`config.mk`:
```
export PLATFORM = sky130hd
export DESIGN_NAME = rst_seq_ctrl
export DESIGN_NICKNAME = d
export VERILOG_FILES = /design/src/rtl/rst_seq_ctrl.sv
export SDC_FILE = /design/constraint.sdc
export NUM_CORES = 1
export LEC_CHECK = 0
export ABC_AREA = 0
export CAP_MARGIN = 20
export CORE_ASPECT_RATIO = 2
export CORE_MARGIN = 2
export CORE_UTILIZATION = 50
export DETAILED_ROUTE_END_ITERATION = 8
export GPL_TIMING_DRIVEN = 1
export PLACE_DENSITY_LB_ADDON = 0.1
export SETUP_SLACK_MARGIN = 0.02
export SLEW_MARGIN = 20
export SYNTH_ARGS = -nofsm -noshare
export SYNTH_HDL_FRONTEND = slang
export SYNTH_SLANG_ARGS = --single-unit
```
`constraint.sdc`:
```
create_clock -name clk_i -period 1.9 [get_ports clk_i]
set_clock_uncertainty 0.15 [all_clocks]
set_input_delay 0.19 -clock clk_i [delete_from_list [all_inputs] [get_ports clk_i]]
set_output_delay 0.19 -clock clk_i [all_outputs]
set_load 0.01 [all_outputs]
```
`src/rtl/rst_seq_ctrl.sv`:
```
// Reset / clock-enable sequencer: releases sysrst_n, rst_n, then clk_en after programmable delays,
// runs for an optional bounded window, then shuts down. Optional RST_SEQ_CYCLE_CNT_EN adds run_cycles_o.
module rst_seq_ctrl #(
    parameter int unsigned SYS_DLY   = 10,
    parameter int unsigned RST_DLY   = 10,
    parameter int unsigned CLK_DLY   = 20,
    parameter int unsigned RUN_LIMIT = 0,
    parameter int unsigned CNT_W     = 16
) (
    input  logic        clk_i,
    input  logic        rst_i,
    input  logic        start_i,
    input  logic        stop_i,
    output logic        sysrst_n_o,
    output logic        rst_n_o,
    output logic        clk_en_o,
    output logic [2:0]  state_o,
    output logic        busy_o,
    output logic        done_o
`ifdef RST_SEQ_CYCLE_CNT_EN
    ,
    output logic [31:0] run_cycles_o
`endif
);

    typedef enum logic [2:0] {
        StOff     = 3'd0,
        StSysWait = 3'd1,
        StRstWait = 3'd2,
        StClkWait = 3'd3,
        StRun     = 3'd4,
        StStop    = 3'd5
    } state_e;

    localparam logic [CNT_W-1:0] SysLast = CNT_W'(SYS_DLY - 1);
    localparam logic [CNT_W-1:0] RstLast = CNT_W'(RST_DLY - 1);
    localparam logic [CNT_W-1:0] ClkLast = CNT_W'(CLK_DLY - 1);
    localparam logic [CNT_W-1:0] RunLast = CNT_W'(RUN_LIMIT - 1);
    localparam logic [CNT_W-1:0] CntMax  = {CNT_W{1'b1}};

    state_e           state_q, state_d;
    logic [CNT_W-1:0] cnt_q, cnt_d;
    logic             armed_q, armed_d;
    logic             done_q, done_d;
    logic             sysrst_n_q, sysrst_n_d;
    logic             rst_n_q, rst_n_d;
    logic             clk_en_q, clk_en_d;
    logic             busy_q, busy_d;
    logic [CNT_W-1:0] dly_last;
    state_e           dly_next;

    // Terminal count and successor for whichever delay state is current
    always_comb begin
        dly_last = SysLast;
        dly_next = StRstWait;
        case (state_q)
            StRstWait: begin
                dly_last = RstLast;
                dly_next = StClkWait;
            end
            StClkWait: begin
                dly_last = ClkLast;
                dly_next = StRun;
            end
            default: begin
                dly_last = SysLast;
                dly_next = StRstWait;
            end
        endcase
    end

    always_comb begin
        state_d = state_q;
        cnt_d   = cnt_q;
        armed_d = start_i ? armed_q : 1'b1;
        done_d  = 1'b0;
        case (state_q)
            StOff: begin
                cnt_d = '0;
                if (start_i && armed_q) begin
                    state_d = StSysWait;
                    armed_d = 1'b0;
                end
            end
            StSysWait, StRstWait, StClkWait: begin
                if (!start_i || stop_i) begin
                    state_d = StOff;
                    cnt_d   = '0;
                end else if (cnt_q == dly_last) begin
                    state_d = dly_next;
                    cnt_d   = '0;
                end else begin
                    cnt_d = cnt_q + 1'b1;
                end
            end
            StRun: begin
                if (stop_i || (RUN_LIMIT != 0 && cnt_q == RunLast)) begin
                    state_d = StStop;
                    cnt_d   = '0;
                end else if (cnt_q != CntMax) begin
                    cnt_d = cnt_q + 1'b1;
                end
            end
            StStop: begin
                state_d = StOff;
                cnt_d   = '0;
                done_d  = 1'b1;
            end
            default: begin
                state_d = StOff;
                cnt_d   = '0;
            end
        endcase
    end

    // Outputs are decoded from the next state so they register alongside it
    always_comb begin
        sysrst_n_d = 1'b0;
        rst_n_d    = 1'b0;
        clk_en_d   = 1'b0;
        busy_d     = (state_d != StOff);
        case (state_d)
            StRstWait: sysrst_n_d = 1'b1;
            StClkWait: begin
                sysrst_n_d = 1'b1;
                rst_n_d    = 1'b1;
            end
            StRun: begin
                sysrst_n_d = 1'b1;
                rst_n_d    = 1'b1;
                clk_en_d   = 1'b1;
            end
            StStop: sysrst_n_d = 1'b1;
            default: ;
        endcase
    end

    always_ff @(posedge clk_i) begin
        if (rst_i) begin
            state_q    <= StOff;
            cnt_q      <= '0;
            armed_q    <= 1'b1;
            done_q     <= 1'b0;
            sysrst_n_q <= 1'b0;
            rst_n_q    <= 1'b0;
            clk_en_q   <= 1'b0;
            busy_q     <= 1'b0;
        end else begin
            state_q    <= state_d;
            cnt_q      <= cnt_d;
            armed_q    <= armed_d;
            done_q     <= done_d;
            sysrst_n_q <= sysrst_n_d;
            rst_n_q    <= rst_n_d;
            clk_en_q   <= clk_en_d;
            busy_q     <= busy_d;
        end
    end

    assign state_o    = state_q;
    assign sysrst_n_o = sysrst_n_q;
    assign rst_n_o    = rst_n_q;
    assign clk_en_o   = clk_en_q;
    assign busy_o     = busy_q;
    assign done_o     = done_q;

`ifdef RST_SEQ_CYCLE_CNT_EN
    logic [31:0] run_cycles_q, run_cycles_d;

    always_comb begin
        run_cycles_d = run_cycles_q;
        if (state_q == StOff && state_d == StSysWait) begin
            run_cycles_d = '0;
        end else if (state_q == StRun && run_cycles_q != 32'hFFFF_FFFF) begin
            run_cycles_d = run_cycles_q + 32'd1;
        end
    end

    always_ff @(posedge clk_i) begin
        if (rst_i) begin
            run_cycles_q <= '0;
        end else begin
            run_cycles_q <= run_cycles_d;
        end
    end

    assign run_cycles_o = run_cycles_q;
`endif

endmodule

```
==> results.json <==
{
  "dieArea_um2": 3110,
  "synth_area_um2": 1330,
  "hpwl_um": 2690,
  "start_kind": "input pin",
  "layout-drive-gt1-share": 0.378,
  "cts_buffers": 3,
  "routed_wl_um": 3820,
  "pwr_density_cell_nw_per_um2": 484,
  "slowest_delay_ns": 0.55,
  "critPathSlowestCell": "or4_4",
  "regToRegStartpoint": "state_o[1]",
  "start_util": 0.523,
  "synth_area_per_cell_um2": 8.56,
  "antenna_found_initial": 0,
  "p_leak_nw": 0.770,
  "synth_nets": 160,
  "worst_slack_ns": 0.0576,
  "ctsHtreeMaxLevel": 1,
  "r2r_slack_ns": 0.07,
  "max_slew_margin": 0.806,
  "globalRoute.totalOverflow": 0,
  "final_util": 0.745,
  "finalSetupViolCount": 0,
  "portBuffers": 11,
  "drc": 0,
  "yosys.area.top_type": "dfxtp_1",
  "finalMaxSlewViolations": 0,
  "endpoint_kind": "register",
  "fp.dieH_um": 76.8,
  "final_nets": 207,
  "num_rows": 26,
  "synth_cell_types": 42,
  "core_um2": 2540,
  "die_w_um": 40.4,
  "synth_top_area_share": 0.377,
  "whs_endpoint": "cnt_q[8]",
  "synthArstFlopShare": 0,
  "critical_path_arrival_ns": 1.90,
  "worst_pin_slew_ns": 0.290,
  "ioPinCount": 12,
  "netlist_instances": 155,
  "ir_drop_mv": 0.433,
  "multi_input_area_um2": 887,
  "ys.flop_type": "dfxtp_1",
  "place_congestion": 0.847,
  "viasPerCell": 6.11,
  "clkTransAtPathRegs_ns": 0.09,
  "clock_path_buffers": 2,
  "synth_seq_cells": 25,
  "ys_top_cells_by_area": "dfxtp_1, nor2_1, a21oi_1, nor3_1, nand2_1",
  "via_count": 1399,
  "regToRegEndpoint": "cnt_q[9]",
  "clk_latency_ns": 0.27,
  "clock_sinks": 25,
  "yosysSeqAreaShare": 0.377,
  "area.growth.synth_to_final_pct": 42.5,
  "regArea_um2": 519,
  "grt.total_usage": 0.261,
  "dr.pass1.iters": 4,
  "status": "finished, final reports clean",
  "worstPathCellList": "clkdlybuf4s50_1 > nor3b_2 > o21ai_1 > or4_4 > a21o_1 > mux2i_1",
  "fmax_mhz": 543,
  "cp.required_ns": 1.96,
  "synth_warnings": 0,
  "drt_first_iter_violations": 38,
  "final-hold-violation-count": 0,
  "grt_first_pass_wirelength_um": 5840,
  "synth_common_cells": "dfxtp_1, nor2_1, nand2_1",
  "wl_per_cell_um": 16.7,
  "holdPathStages": 2,
  "reg2reg_depth": 5,
  "min_period_ns": 1.84,
  "fin_worst_hold_slack_ns": 0.385,
  "maxCapViolCount": 0,
  "antenna_cells": 0,
  "yosysMostFrequentCell": "dfxtp_1",
  "grt_pass1_vias": 1361,
  "post-route-period-util": 0.970,
  "cts_tree": "yes",
  "finalPower_uw": 915,
  "ant_nets": 0,
  "grt_max_degree": 17,
  "hold_path.class": "reg -> reg",
  "critPathKind": "in -> reg",
  "hold_start": "cnt_q[8]",
  "fillers": 196,
  "synth_edf_count": 0,
  "clock_tree.root_cell": "clkbuf_8",
  "grt_setup_unrepaired": "yes",
  "pre_cts_ws_ns": -0.399,
  "crit_fanout": 3
}
==> placed cells by master (no fill, tap or decap), types with 3 or more instances in the layout <==
| cell type | netlist | layout |
|---|---|---|
| dfxtp_4 | 0 | 3 |
| a21o_1 | 3 | 3 |
| nand4_1 | 3 | 3 |
| nand2_2 | 1 | 3 |
| nor3_1 | 11 | 8 |
| clkdlybuf4s50_1 | 0 | 11 |
| a21oi_1 | 11 | 11 |
| dfxtp_2 | 0 | 6 |
| nor3_4 | 0 | 3 |
| nand3b_1 | 3 | 3 |
| nand2_1 | 14 | 12 |
| nor2b_1 | 3 | 3 |
| buf_4 | 0 | 35 |
| xnor2_1 | 5 | 5 |
| nor2_1 | 17 | 17 |
| a31oi_1 | 5 | 5 |
| clkbuf_8 | 0 | 3 |
| dfxtp_1 | 25 | 16 |
| nand3_1 | 7 | 7 |
==> critical path: cells and delay by family <==
family / cells / cell delay, ns
and+or+nand+nor: 2 / 0.80
buffers and inverters: 1 / 0.46
AOI/OAI and AO/OA: 2 / 0.32
muxes: 1 / 0.12
==> report_power, final <==
| part | switching (mW) | internal [mW] | total [mW] |
|---|---|---|---|
| logic | 0.0308 | 0.0375 | 0.0682 |
| registers | 0.00401 | 0.524 | 0.528 |
| clock network | 0.170 | 0.149 | 0.319 |
| total | 0.205 | 0.710 | 0.915 |
==> registers in the layout (all words and copies together), names as in the netlist <==
signal,cells
state_o,3
cnt_q,16
armed_q,1
clk_en_o,1
done_o,1
rst_n_o,1
busy_o,1
sysrst_n_o,1
==> per-stage QoR <==
step / setup TNS, ns / instance area (um2) / std cells
after floorplan: 0 / 1330 / 155
after global placement: -3.43 / 1680 / 219
after detailed placement: -4.06 / 1680 / 219
after CTS: 0 / 1790 / 224
after global routing: -0.0397 / 1890 / 229
final: 0 / 1890 / 229
==> worst max path at each step <==
stage | start | endpoint
2_1_floorplan | cnt_q[2] | state_o[0]
3_3_place_gp | start_i | rst_n_o
3_5_place_dp | start_i | rst_n_o
4_1_cts | cnt_q[7] | rst_n_o
5_1_grt | cnt_q[6] | cnt_q[9]
6_report | stop_i | rst_n_o
==> what timing repair did <==
action / CTS / global route
setup buffers: 2 / 5
gates resized for setup: 15 / 18
pin swaps: 8 / 10
hold endpoints to repair: 0 / 0
hold buffers: 0 / 0
setup endpoints to repair: 6 / 15
==> final cells by class <==
| type | instances | area share |
|---|---|---|
| clock buffer | 3 | 0.0218 |
| tap | 28 | 0.0185 |
| timing repair buffer | 47 | 0.208 |
| inverter | 2 | 0.00397 |
| sequential | 25 | 0.275 |
| clock inverter | 1 | 0.00397 |
| multi-input combinational | 123 | 0.469 |
==> routing by layer <==
| layer | track usage | wire (um) |
|---|---|---|
| met1 | 0.259 | 1300 |
| met4 | 0.120 | 222 |
| met5 | 0 | 0 |
| met2 | 0.479 | 2180 |
| met3 | 0.0231 | 114 |
==> kinds of logic (layout without fill, tap and decap cells) <==
logic type                 after synthesis  in the layout  share of synthesized area
adders and majority gates                1              1                    0.00943
DFF                                     25             25                      0.377
muxes                                    5              5                     0.0396
xor gates and xnor gates                 5              5                     0.0330
buffers and inverters                    7             53                     0.0283
and+or+nand+nor                         80             80                      0.356
AOI/OAI and AO/OA                       32             32                      0.157
Note: power is estimated with default switching activity, not from simulation.
